`src/rtl/decode_queue.sv`:
```
// Decode-stage instruction queue: circular buffer of {instr, pc} entries with
// stall/flush control and combinational field decode of the head entry.
module decode_queue #(
    parameter int          XLEN      = 32,
    parameter int          DEPTH     = 2,
    parameter logic [31:0] NOP_INSTR = 32'h00000013
) (
    input  logic                       clk,
    input  logic                       rst,
    input  logic                       in_valid,
    output logic                       in_ready,
    input  logic [31:0]                in_instr,
    input  logic [XLEN-1:0]            in_pc,
    input  logic                       stall,
    input  logic                       flush,
    output logic                       out_valid,
    output logic [31:0]                out_instr,
    output logic [XLEN-1:0]            out_pc,
    output logic [6:0]                 out_opcode,
    output logic [2:0]                 out_func3,
    output logic [6:0]                 out_func7,
    output logic [4:0]                 out_rs1,
    output logic [4:0]                 out_rs2,
    output logic [4:0]                 out_rd,
    output logic                       out_illegal,
    output logic [$clog2(DEPTH):0]     count
);
    localparam int AW = $clog2(DEPTH);
    localparam int CW = AW + 1;

    typedef struct packed {
        logic [31:0]     instr;
        logic [XLEN-1:0] pc;
    } entry_t;

    entry_t        r_mem [DEPTH];
    logic [AW-1:0] r_wptr;
    logic [AW-1:0] r_rptr;
    logic [CW-1:0] r_count;

    logic          w_push;
    logic          w_pop;
    entry_t        w_head;

    assign in_ready  = (r_count < CW'(DEPTH)) && !flush;
    assign out_valid = (r_count != '0);
    assign w_push    = in_valid && in_ready;
    assign w_pop     = out_valid && !stall && !flush;
    assign count     = r_count;

    // Pointers are AW bits wide, so +1 wraps modulo DEPTH for free.
    always_ff @(posedge clk) begin
        if (rst || flush) begin
            r_wptr  <= '0;
            r_rptr  <= '0;
            r_count <= '0;
        end else begin
            if (w_push) r_wptr <= r_wptr + 1'b1;
            if (w_pop)  r_rptr <= r_rptr + 1'b1;
            case ({w_push, w_pop})
                2'b10:   r_count <= r_count + 1'b1;
                2'b01:   r_count <= r_count - 1'b1;
                default: r_count <= r_count;
            endcase
        end
    end

    // Storage is not reset; out_valid masks stale entries.
    always_ff @(posedge clk) begin
        if (w_push) r_mem[r_wptr] <= '{instr: in_instr, pc: in_pc};
    end

    always_comb begin
        w_head = '{instr: NOP_INSTR, pc: '0};
        if (out_valid) w_head = r_mem[r_rptr];
    end

    assign out_instr   = w_head.instr;
    assign out_pc      = w_head.pc;
    assign out_opcode  = w_head.instr[6:0];
    assign out_func3   = w_head.instr[14:12];
    assign out_func7   = w_head.instr[31:25];
    assign out_rs1     = w_head.instr[19:15];
    assign out_rs2     = w_head.instr[24:20];
    assign out_rd      = w_head.instr[11:7];
    assign out_illegal = out_valid && (w_head.instr[1:0] != 2'b11);
endmodule

```
`config.mk`:
```
export PLATFORM = sky130hd
export DESIGN_NAME = decode_queue
export DESIGN_NICKNAME = d
export VERILOG_FILES = /design/src/rtl/decode_queue.sv
export SDC_FILE = /design/constraint.sdc
export NUM_CORES = 1
export LEC_CHECK = 0
export ABC_CLOCK_PERIOD_IN_PS = 7700
export BUFFER_PORTS_ARGS = -buffer_cell sky130_fd_sc_hd__buf_4
export CAP_MARGIN = 10
export CORE_MARGIN = 10
export CORE_UTILIZATION = 55
export DETAILED_ROUTE_END_ITERATION = 6
export HOLD_SLACK_MARGIN = 0.05
export PLACE_DENSITY = 0.88
export SLEW_MARGIN = 20
export SYNTH_ARGS = -nofsm -noshare
export SYNTH_HDL_FRONTEND = slang
export SYNTH_SLANG_ARGS = --single-unit
```
`constraint.sdc`:
```
create_clock -name clk -period 7.7 [get_ports clk]
set_clock_uncertainty 0.05 [all_clocks]
set_input_delay 0.385 -clock clk [delete_from_list [all_inputs] [get_ports clk]]
set_output_delay 0.385 -clock clk [all_outputs]
set_load 0.02 [all_outputs]
```
==> results of run 1 <==
==> synthesized netlist by cell type <==
library cell    n
or3_1           2
inv_1           1
xnor2_1         2
nand2_1         5
nor2_1         66
ha_1            1
a311oi_1        1
a21boi_0        2
buf_8           1
edfxtp_1      128
buf_6           4
buf_4          32
nor2b_1         1
a21boi_1        1
dfxtp_1         5
buf_2          10
xor2_1          1
o21ai_0         2
nor3_1          3
and3_1          1
mux2i_1        64
==> cell type report <==
class,count,area share [%]
Sequential cell,133,51.2
Antenna cell,1,0.0325
Clock buffer,18,5.42
Inverter,1,0.0487
Timing Repair Buffer,240,25.7
Clock inverter,14,1.98
Multi-Input combinational cell,152,13.5
Tap cell,129,2.09
==> per-stage QoR <==
| step | instances | instance area (um2) | hold slack (ns) | total power, W |
|---|---|---|---|---|
| 2_1_floorplan | 333 | 5330 | 0.412 | 0.000902 |
| 3_3_place_gp | 587 | 6450 | 0.432 | 0.000957 |
| 3_5_place_dp | 587 | 6450 | 0.455 | 0.000963 |
| 4_1_cts | 686 | 7690 | 0.139 | 0.00175 |
| 5_1_grt | 687 | 7710 | 0.177 | 0.00181 |
| 6_report | 688 | 7710 | 0.159 | 0.00175 |
==> worst min-delay path, cell delays in order <==
cell	delay, ns
buf_4	0.10
or3_1	0.11
a21boi_0	0.07
==> cells by family (layout without fill, tap and decap cells) <==
logic type / Yosys count / count (layout) / share of synthesized area (%)
xor+xnor: 3 / 3 / 0.494
buf+inv: 48 / 273 / 6.65
flops: 133 / 133 / 74.1
mux: 64 / 64 / 12.0
simple gates: 78 / 78 / 5.76
fa+ha+maj: 1 / 1 / 0.235
other cells: 0 / 1 / 0
compound gates: 6 / 6 / 0.775
==> power by group through the flow <==
stage / clock network (W) / logic [W] / registers, W
finish: 0.000768 / 0.000153 / 0.000826
global route: 0.000816 / 0.000164 / 0.000828
CTS: 0.000774 / 0.000150 / 0.000827
detailed placement: 0 / 0.000121 / 0.000841
global placement: 0 / 0.000117 / 0.000840
floorplan: 0 / 0.0000627 / 0.000839
==> registers in the layout, summed over array words and instances, names as in the netlist, named ones only <==
signal,cells
r_mem,128
count,2
r_rptr,1
r_wptr,1
==> layer usage <==
metal	part of all wire, %	track usage, %	vias up
met1	37	20.9	1756
met2	55	35.3	140
met4	1.5	6.64	0
li1	-	-	1602
met5	0	0	-
met3	6.7	6.14	12
==> worst max path at each step <==
stage / endpoint / slack (ns) / cells past startpoint
floorplan: r_mem[0][0] / 3.56 / 3
CTS: out_opcode[0] / 4.82 / 5
finish: out_opcode[4] / 4.86 / 5
global placement: count[1] / 5.27 / 6
global route: out_opcode[0] / 4.65 / 5
detailed placement: count[1] / 5.20 / 6
==> metrics.json, run 1 <==
{
  "fin_crit_sh_pct": 36.9,
  "worstPathRequired_ns": 7.26,
  "clock_latency_ns": 0.49,
  "cp-end-kind": "primary output",
  "clockPowerShare_pct": 43.9,
  "cts-buffers-inserted": 17,
  "cts.path.max_buffers": 2,
  "worst_r2r_setup_slack_ns": 5.21,
  "avgRoutedWirePerCell_um": 20.0,
  "yosys_warnings": 0,
  "largest_net_degree_at_the_start_of_global_routing": 67,
  "crit_path_category": "flip-flop to primary output",
  "tightest_slew_ns": 0.866,
  "crit_family": "buffers and inverters",
  "detailedRoute.firstIterationViolations": 209,
  "critical_path_arrival_ns": 2.41,
  "final_util_pct": 82.7,
  "swShare_pct": 22.2,
  "clk_transition_reported_paths_ns": 0.06,
  "synth.cell_area_um2": 5330,
  "standard_cell_core_area_um2": 9330,
  "distinct_cells_synth": 21,
  "cell_internal_pwr_w": 0.00136,
  "synthesis.nets": 403,
  "crit_path_max_fanout": 36,
  "seqCellArea_um2": 3950,
  "clk_root_buf": "clkbuf_8",
  "floorplan.die.height_um": 118,
  "final.setup.tns_ns": 0,
  "power.leakage_nw": 2.93,
  "dieArea_um2": 14000,
  "critical_path.most_common_cell": "buf_4",
  "finalWeightedCongestion": 0.726,
  "synthesis.instances": 333,
  "post-route-min-period_ns": 2.84,
  "synth_sequential_area_ratio_pct": 74.1,
  "synth_area_leader_cell": "edfxtp_1",
  "max_stage_delay_ns": 0.60,
  "synthDominantCellAreaShare_pct": 72.2,
  "place.port_buffers": 169,
  "finalMaxSlewViolations": 0,
  "crit-reg2reg-capture": "count[1]",
  "count_of_nets_after_finishing": 615,
  "netSwitchingPower_w": 0.000388,
  "synthToLayoutAreaGrowth_pct": 44.8,
  "cts.hold.buffers_added": 67,
  "setup_repair_after_global_routing_missed_its_margin": "false",
  "post-cts-setup-buffer-count": 0,
  "cts_tree": "yes",
  "row_count": 35,
  "crit_slowest_cell": "nor2_4",
  "post_cts.resized_instances": 0,
  "route.final.wire_length_um": 13800,
  "clock-sinks": 133,
  "final_antenna_net_count": 0,
  "worstHoldPathCells": 3,
  "antenna_found_initial": 0,
  "slack_of_the_critical_path_ns": 4.86,
  "hold_path_startpoint": "stall",
  "detailed_place_hpwl_um": 7860,
  "n_fill_cell": 484,
  "synth-seq-cells": 133,
  "globalRoute.totalOverflow": 0,
  "cp_cell_sequence": "nor2_4 -> buf_4 -> inv_1 -> nand2_1 -> buf_4",
  "drt_pre_antenna_iters": 5,
  "cap_viol_max_count": 0,
  "die_width_um": 118,
  "commonest_non_fill_non_tap_cells_in_the_layout": "172 x buf_4, 128 x edfxtp_1, 67 x dlygate4sd3_1",
  "ff2ff_path_depth": 6,
  "rr_startpoint": "count[1]",
  "hold_violations": 0,
  "achievable-frequency_mhz": 352,
  "routed-via-count": 3510,
  "io_pins": 170,
  "detail_route.drc_violations": 0,
  "dp_worst_setup_slack_ns": 5.20,
  "run_status": "completed",
  "slew_headroom_pct": 42.3,
  "pwr-share-comb_pct": 8.8,
  "power.density_cell_area_nw_per_um2": 227,
  "vdd_drop_max_uv": 201,
  "worst_setup_path_startpoint": "count[1]",
  "cts_max_level": 4,
  "initial_core_util_pct": 57.1,
  "final_layout_size_suffix_gt1_share_pct": 37.3,
  "path_buf_inv": 3,
  "post_synth_main_area_contributors": "edfxtp_1 72%, mux2i_1 12%, nor2_1 4.7%, buf_4 4.5%, dfxtp_1 1.9%",
  "groute.usage.overall_pct": 19.5,
  "route.detailed.vias_per_inst": 5.10,
  "syn_area_per_cell_um2": 16.0,
  "part_of_the_power_in_registers_pct": 47.3,
  "timing.hold.worst.class": "input pin to flip-flop",
  "layout_commonest_cell": "buf_4",
  "multi_input_area_um2": 1040,
  "first_global_vias": 3850,
  "report.final.setup_viol": 0,
  "global_route_wire_length_before_repair_um": 21500,
  "startpoint_type": "flip-flop"
}
(Power assumes the default switching activity.)
==> run 2, diff against run 1 <==
--- a/config.mk
+++ b/config.mk
@@ -5,14 +5,15 @@
 export SDC_FILE = /design/constraint.sdc
 export NUM_CORES = 1
 export LEC_CHECK = 0
-export ABC_CLOCK_PERIOD_IN_PS = 7700
+export ABC_AREA = 1
+export ABC_CLOCK_PERIOD_IN_PS = 2950
 export BUFFER_PORTS_ARGS = -buffer_cell sky130_fd_sc_hd__buf_4
 export CAP_MARGIN = 10
 export CORE_MARGIN = 10
-export CORE_UTILIZATION = 55
+export CORE_UTILIZATION = 51
 export DETAILED_ROUTE_END_ITERATION = 6
 export HOLD_SLACK_MARGIN = 0.05
-export PLACE_DENSITY = 0.88
+export PLACE_DENSITY = 0.83
 export SLEW_MARGIN = 20
 export SYNTH_ARGS = -nofsm -noshare
 export SYNTH_HDL_FRONTEND = slang
==> constraint.sdc (replaced) <==
create_clock -name clk -period 2.95 [get_ports clk]
set_clock_uncertainty 0.05 [all_clocks]
set_input_delay 0.1475 -clock clk [delete_from_list [all_inputs] [get_ports clk]]
set_output_delay 0.1475 -clock clk [all_outputs]
set_load 0.02 [all_outputs]
==> metrics.json, run 2 <==
{
  "synth.cell_area": {"value": 5350, "unit": "um2", "change": "+0.54%"},
  "final_antenna_net_count": {"value": 0, "change": "unchanged"},
  "top_register": "r_mem",
  "synth-main-ff-cell": "edfxtp_1",
  "grt_busiest_layer": "met2",
  "route.detailed.vias_per_inst": {"value": 4.99, "change": "-2.2%"},
  "standard_cell_core_area": {"value": 10300, "unit": "um2", "change": "+10%"},
  "netSwitchingPower": {"value": 0.000991, "unit": "W", "change": "+160%"},
  "groute.usage.overall": {"value": 18.3, "unit": "%", "change": "-1.2 points"},
  "global_route_wire_length_before_repair": {"value": 21400, "unit": "um", "change": "-0.54%"},
  "initial_core_util": {"value": 52.1, "unit": "%", "change": "-5.0 points"},
  "antenna_found_initial": {"value": 0, "change": "unchanged"},
  "detailed_place_hpwl": {"value": 8440, "unit": "um", "change": "+7.3%"},
  "run_status": "completed",
  "synth-xor-area-share": {"value": 0.164, "unit": "%", "change": "-0.33 points"},
  "setup_repair_after_global_routing_missed_its_margin": "false",
  "synth.most_common_cell": "nand2_1",
  "post_cts.resized_instances": {"value": 0, "change": "unchanged"},
  "power.leakage": {"value": 3.17, "unit": "nW", "change": "+8.3%"},
  "row_count": {"value": 37, "change": "+5.7%"},
  "cts_max_level": {"value": 4, "change": "unchanged"},
  "timing.hold.worst.class": "input pin to flip-flop",
  "globalRoute.totalOverflow": {"value": 0, "change": "unchanged"},
  "place.port_buffers": {"value": 169, "change": "unchanged"},
  "dieArea": {"value": 15000, "unit": "um2", "change": "+7.0%"},
  "startpoint_type": "flip-flop",
  "critical_path_arrival": {"value": 2.10, "unit": "ns", "change": "-0.31 ns"},
  "grt_util_met3": {"value": 6.70, "unit": "%", "change": "+0.56 points"},
  "detailedRoute.firstIterationViolations": {"value": 278, "change": "+33%"},
  "die_width": {"value": 122, "unit": "um", "change": "+3.4%"},
  "achievable-frequency_mhz": 435,
  "tightest_slew": {"value": 0.691, "unit": "ns", "change": "-0.175 ns"},
  "synth_enable_flop_cells": {"value": 128, "change": "unchanged"},
  "largest_net_degree_at_the_start_of_global_routing": {"value": 65, "change": "-3.0%"},
  "yosys.area_share.adder": {"value": 0.234, "unit": "%", "change": "-0.0013 points"},
  "avgRoutedWirePerCell": {"value": 17.7, "unit": "um", "change": "-11%"},
  "final.setup.tns": {"value": 0, "unit": "ns", "change": "unchanged"},
  "cell_internal_pwr": {"value": 0.00371, "unit": "W", "change": "+170%"},
  "part_of_the_power_in_registers": {"value": 45.6, "unit": "%", "change": "-1.7 points"},
  "cts.path.max_buffers": {"value": 2, "change": "unchanged"},
  "synth_area_leader_cell": "edfxtp_1",
  "detail_route.drc_violations": {"value": 0, "change": "unchanged"},
  "finalWeightedCongestion": {"value": 0.779, "change": "+7.3%"},
  "cap_viol_max_count": {"value": 0, "change": "unchanged"},
  "grt_use_met1": {"value": 19.8, "unit": "%", "change": "-1.2 points"},
  "finalMaxSlewViolations": {"value": 0, "change": "unchanged"},
  "count_of_nets_after_finishing": {"value": 696, "change": "+13%"},
  "synth_sequential_area_ratio": {"value": 73.7, "unit": "%", "change": "-0.40 points"},
  "synthToLayoutAreaGrowth_pct": 46.4,
  "largest_register_ffs": {"value": 128, "change": "unchanged"},
  "synth.area.mux_share": {"value": 0, "unit": "%", "change": "-12 points"},
  "worstPathRequired": {"value": 2.75, "unit": "ns", "change": "-4.51 ns"},
  "dominant_combinational_cell_family_by_area_after_synthesis": "simple AND/OR/NAND/NOR gates",
  "synthDominantCellAreaShare": {"value": 71.8, "unit": "%", "change": "-0.39 points"},
  "cts-buffers-inserted": {"value": 17, "change": "unchanged"},
  "slew_headroom": {"value": 53.9, "unit": "%", "change": "+12 points"},
  "drt_pre_antenna_iters": {"value": 4, "change": "-1"},
  "synth_compound_gate_area_share": {"value": 6.96, "unit": "%", "change": "+6.2 points"},
  "fin_crit_sh_pct": 77.8,
  "synthArstFlopShare": {"value": 0, "unit": "%", "change": "unchanged"},
  "slack_of_the_critical_path": {"value": 0.654, "unit": "ns", "change": "-4.20 ns"},
  "finalPower": {"value": 0.00470, "unit": "W", "change": "+170%"},
  "crit_path_category": "flip-flop to primary output",
  "crit_path_max_fanout": {"value": 35, "change": "-2.8%"},
  "floorplan.die.height": {"value": 122, "unit": "um", "change": "+3.4%"},
  "synthTopCellsByCount": "134 x nand2_1, 128 x edfxtp_1, 49 x a21oi_1, 33 x buf_4, 14 x a21oi_2",
  "clk_transition_reported_paths": {"value": 0.06, "unit": "ns", "change": "about the same"},
  "synthesis.nets": {"value": 481, "change": "+19%"},
  "commonest_non_fill_non_tap_cells_in_the_layout": "174 x buf_4, 134 x nand2_1, 128 x edfxtp_1",
  "io_pins": {"value": 170, "change": "unchanged"},
  "vdd_drop_max": {"value": 411, "unit": "uV", "change": "+100%"},
  "distinct_cells_synth": {"value": 21, "change": "unchanged"},
  "post-cts-setup-buffer-count": {"value": 0, "change": "unchanged"},
  "power.density_cell_area": {"value": 599, "unit": "nW/um2", "change": "+160%"},
  "routed-via-count": {"value": 3868, "change": "+10%"},
  "clock_latency": {"value": 0.49, "unit": "ns", "change": "about the same"},
  "cts_tree": "yes",
  "pwr-share-comb": {"value": 8.7, "unit": "%", "change": "about the same"},
  "final_layout_size_suffix_gt1_share": {"value": 35.9, "unit": "%", "change": "-1.4 points"},
  "report.final.setup_viol": {"value": 0, "change": "unchanged"},
  "clock-sinks": {"value": 133, "change": "unchanged"},
  "dp_worst_setup_slack": {"value": 1.15, "unit": "ns", "change": "-4.05 ns"},
  "grtUsageMet2": {"value": 32.7, "unit": "%", "change": "-2.6 points"},
  "clk_root_buf": "clkbuf_8",
  "post_synth_main_area_contributors": "edfxtp_1 72%, nand2_1 9.4%, buf_4 4.6%, a21oi_1 4.6%, a21oi_2 2.3%",
  "first_global_vias": {"value": 4180, "change": "+8.6%"},
  "yosys_warnings": {"value": 0, "change": "unchanged"},
  "syn_area_per_cell": {"value": 13.0, "unit": "um2", "change": "-19%"},
  "cp-end-kind": "primary output",
  "clockPowerShare": {"value": 45.7, "unit": "%", "change": "+1.8 points"},
  "synth-seq-cells": {"value": 133, "change": "unchanged"},
  "post-route-min-period_ns": 2.30,
  "swShare": {"value": 21.1, "unit": "%", "change": "-1.1 points"},
  "post_synth_and_or_nand_nor_area_fraction": {"value": 11.4, "unit": "%", "change": "+5.6 points"},
  "route.final.wire_length": {"value": 13800, "unit": "um", "change": "-0.20%"},
  "layout_commonest_cell": "buf_4",
  "synthesis.instances": {"value": 411, "change": "+23%"},
  "hold_violations": {"value": 0, "change": "unchanged"}
}
-- run 2: cell types whose count changed after synthesis, sizes merged, moves of 2 or more --
| cell | delta |
|---|---|
| nor2 | -54 |
| nand3 | +4 |
| mux2i | -64 |
| a21boi | -3 |
| a21oi | +63 |
| or3 | -2 |
| nand2 | +130 |
| buf | +4 |
| xnor2 | -2 |
| inv | +6 |
-- run 2: final timing paths --
| kind | slack, ns | endpoint | startpoint | cells past startpoint |
|---|---|---|---|---|
| max | 0.65 | out_instr[30] | flip-flop | 5 |
| min | 0.33 | r_mem[1][18] | in_pc[18] | 2 |
| max reg2reg | 0.72 | count[0] | count[1] | 6 |
| min reg2reg | 0.47 | flip-flop | r_rptr | 2 |
-- run 2: per-stage QoR --
| stage | hold WS (ns) | std cells | utilization, % | instance area, um2 |
|---|---|---|---|---|
| 6_report | 0.331 | 775 | 76.3 | 7840 |
| 5_1_grt | 0.301 | 774 | 76.3 | 7840 |
| 4_1_cts | 0.297 | 774 | 76.3 | 7840 |
| 3_5_place_dp | 0.275 | 672 | 63.4 | 6510 |
| 3_3_place_gp | 0.271 | 672 | 63.4 | 6510 |
| 2_1_floorplan | 0.174 | 411 | - | 5360 |
-- run 2: layer usage --
layer | vias up | part of all wire, %
li1 | 1831 | -
met1 | 1857 | 37
met2 | 174 | 54
met3 | 6 | 9.2
met4 | 0 | 0.57
met5 | - | 0
-- run 2: cells by family (layout without fill, tap and decap cells) --
logic type / after synthesis / in the layout
adder cells (fa/ha/maj): 1 / 1
AO/OA/AOI/OAI: 64 / 64
AND/OR/NAND/NOR: 154 / 154
flip-flops: 133 / 133
XOR/XNOR: 1 / 1
other: 0 / 1
buffers and inverters: 58 / 285
-- run 2: timing repair --
| item | 4_1_cts | 5_1_grt |
|---|---|---|
| endpoints found under the hold margin | 133 | 0 |
| hold buffers | 71 | 0 |
| setup endpoints to repair | 0 | 0 |
-- run 2: critical path, stage by stage (launching register included) --
cell and delay (ns):
dfxtp_2 0.32, inv_2 0.44, buf_4 0.33, nand2_1 0.07
a21oi_1 0.23, buf_4 0.20
-- run 2: power groups by stage --
| stage | logic, W | clock network (W) | registers, W |
|---|---|---|---|
| 2_1_floorplan | 0.000168 | 0 | 0.00218 |
| 3_3_place_gp | 0.000319 | 0 | 0.00218 |
| 3_5_place_dp | 0.000329 | 0 | 0.00218 |
| 4_1_cts | 0.000408 | 0.00217 | 0.00214 |
| 5_1_grt | 0.000439 | 0.00227 | 0.00215 |
| 6_report | 0.000409 | 0.00215 | 0.00214 |
-- run 2: final cells by class --
class / instances / area, um2
sequential: 133 / 3950
multi-input combinational: 220 / 1020
antenna: 1 / 2.50
clock buffer: 17 / 414
inverter: 7 / 31.3
tap: 136 / 170
fill: 612 / 2440
timing repair buffer: 247 / 2060
clock inverter: 14 / 201
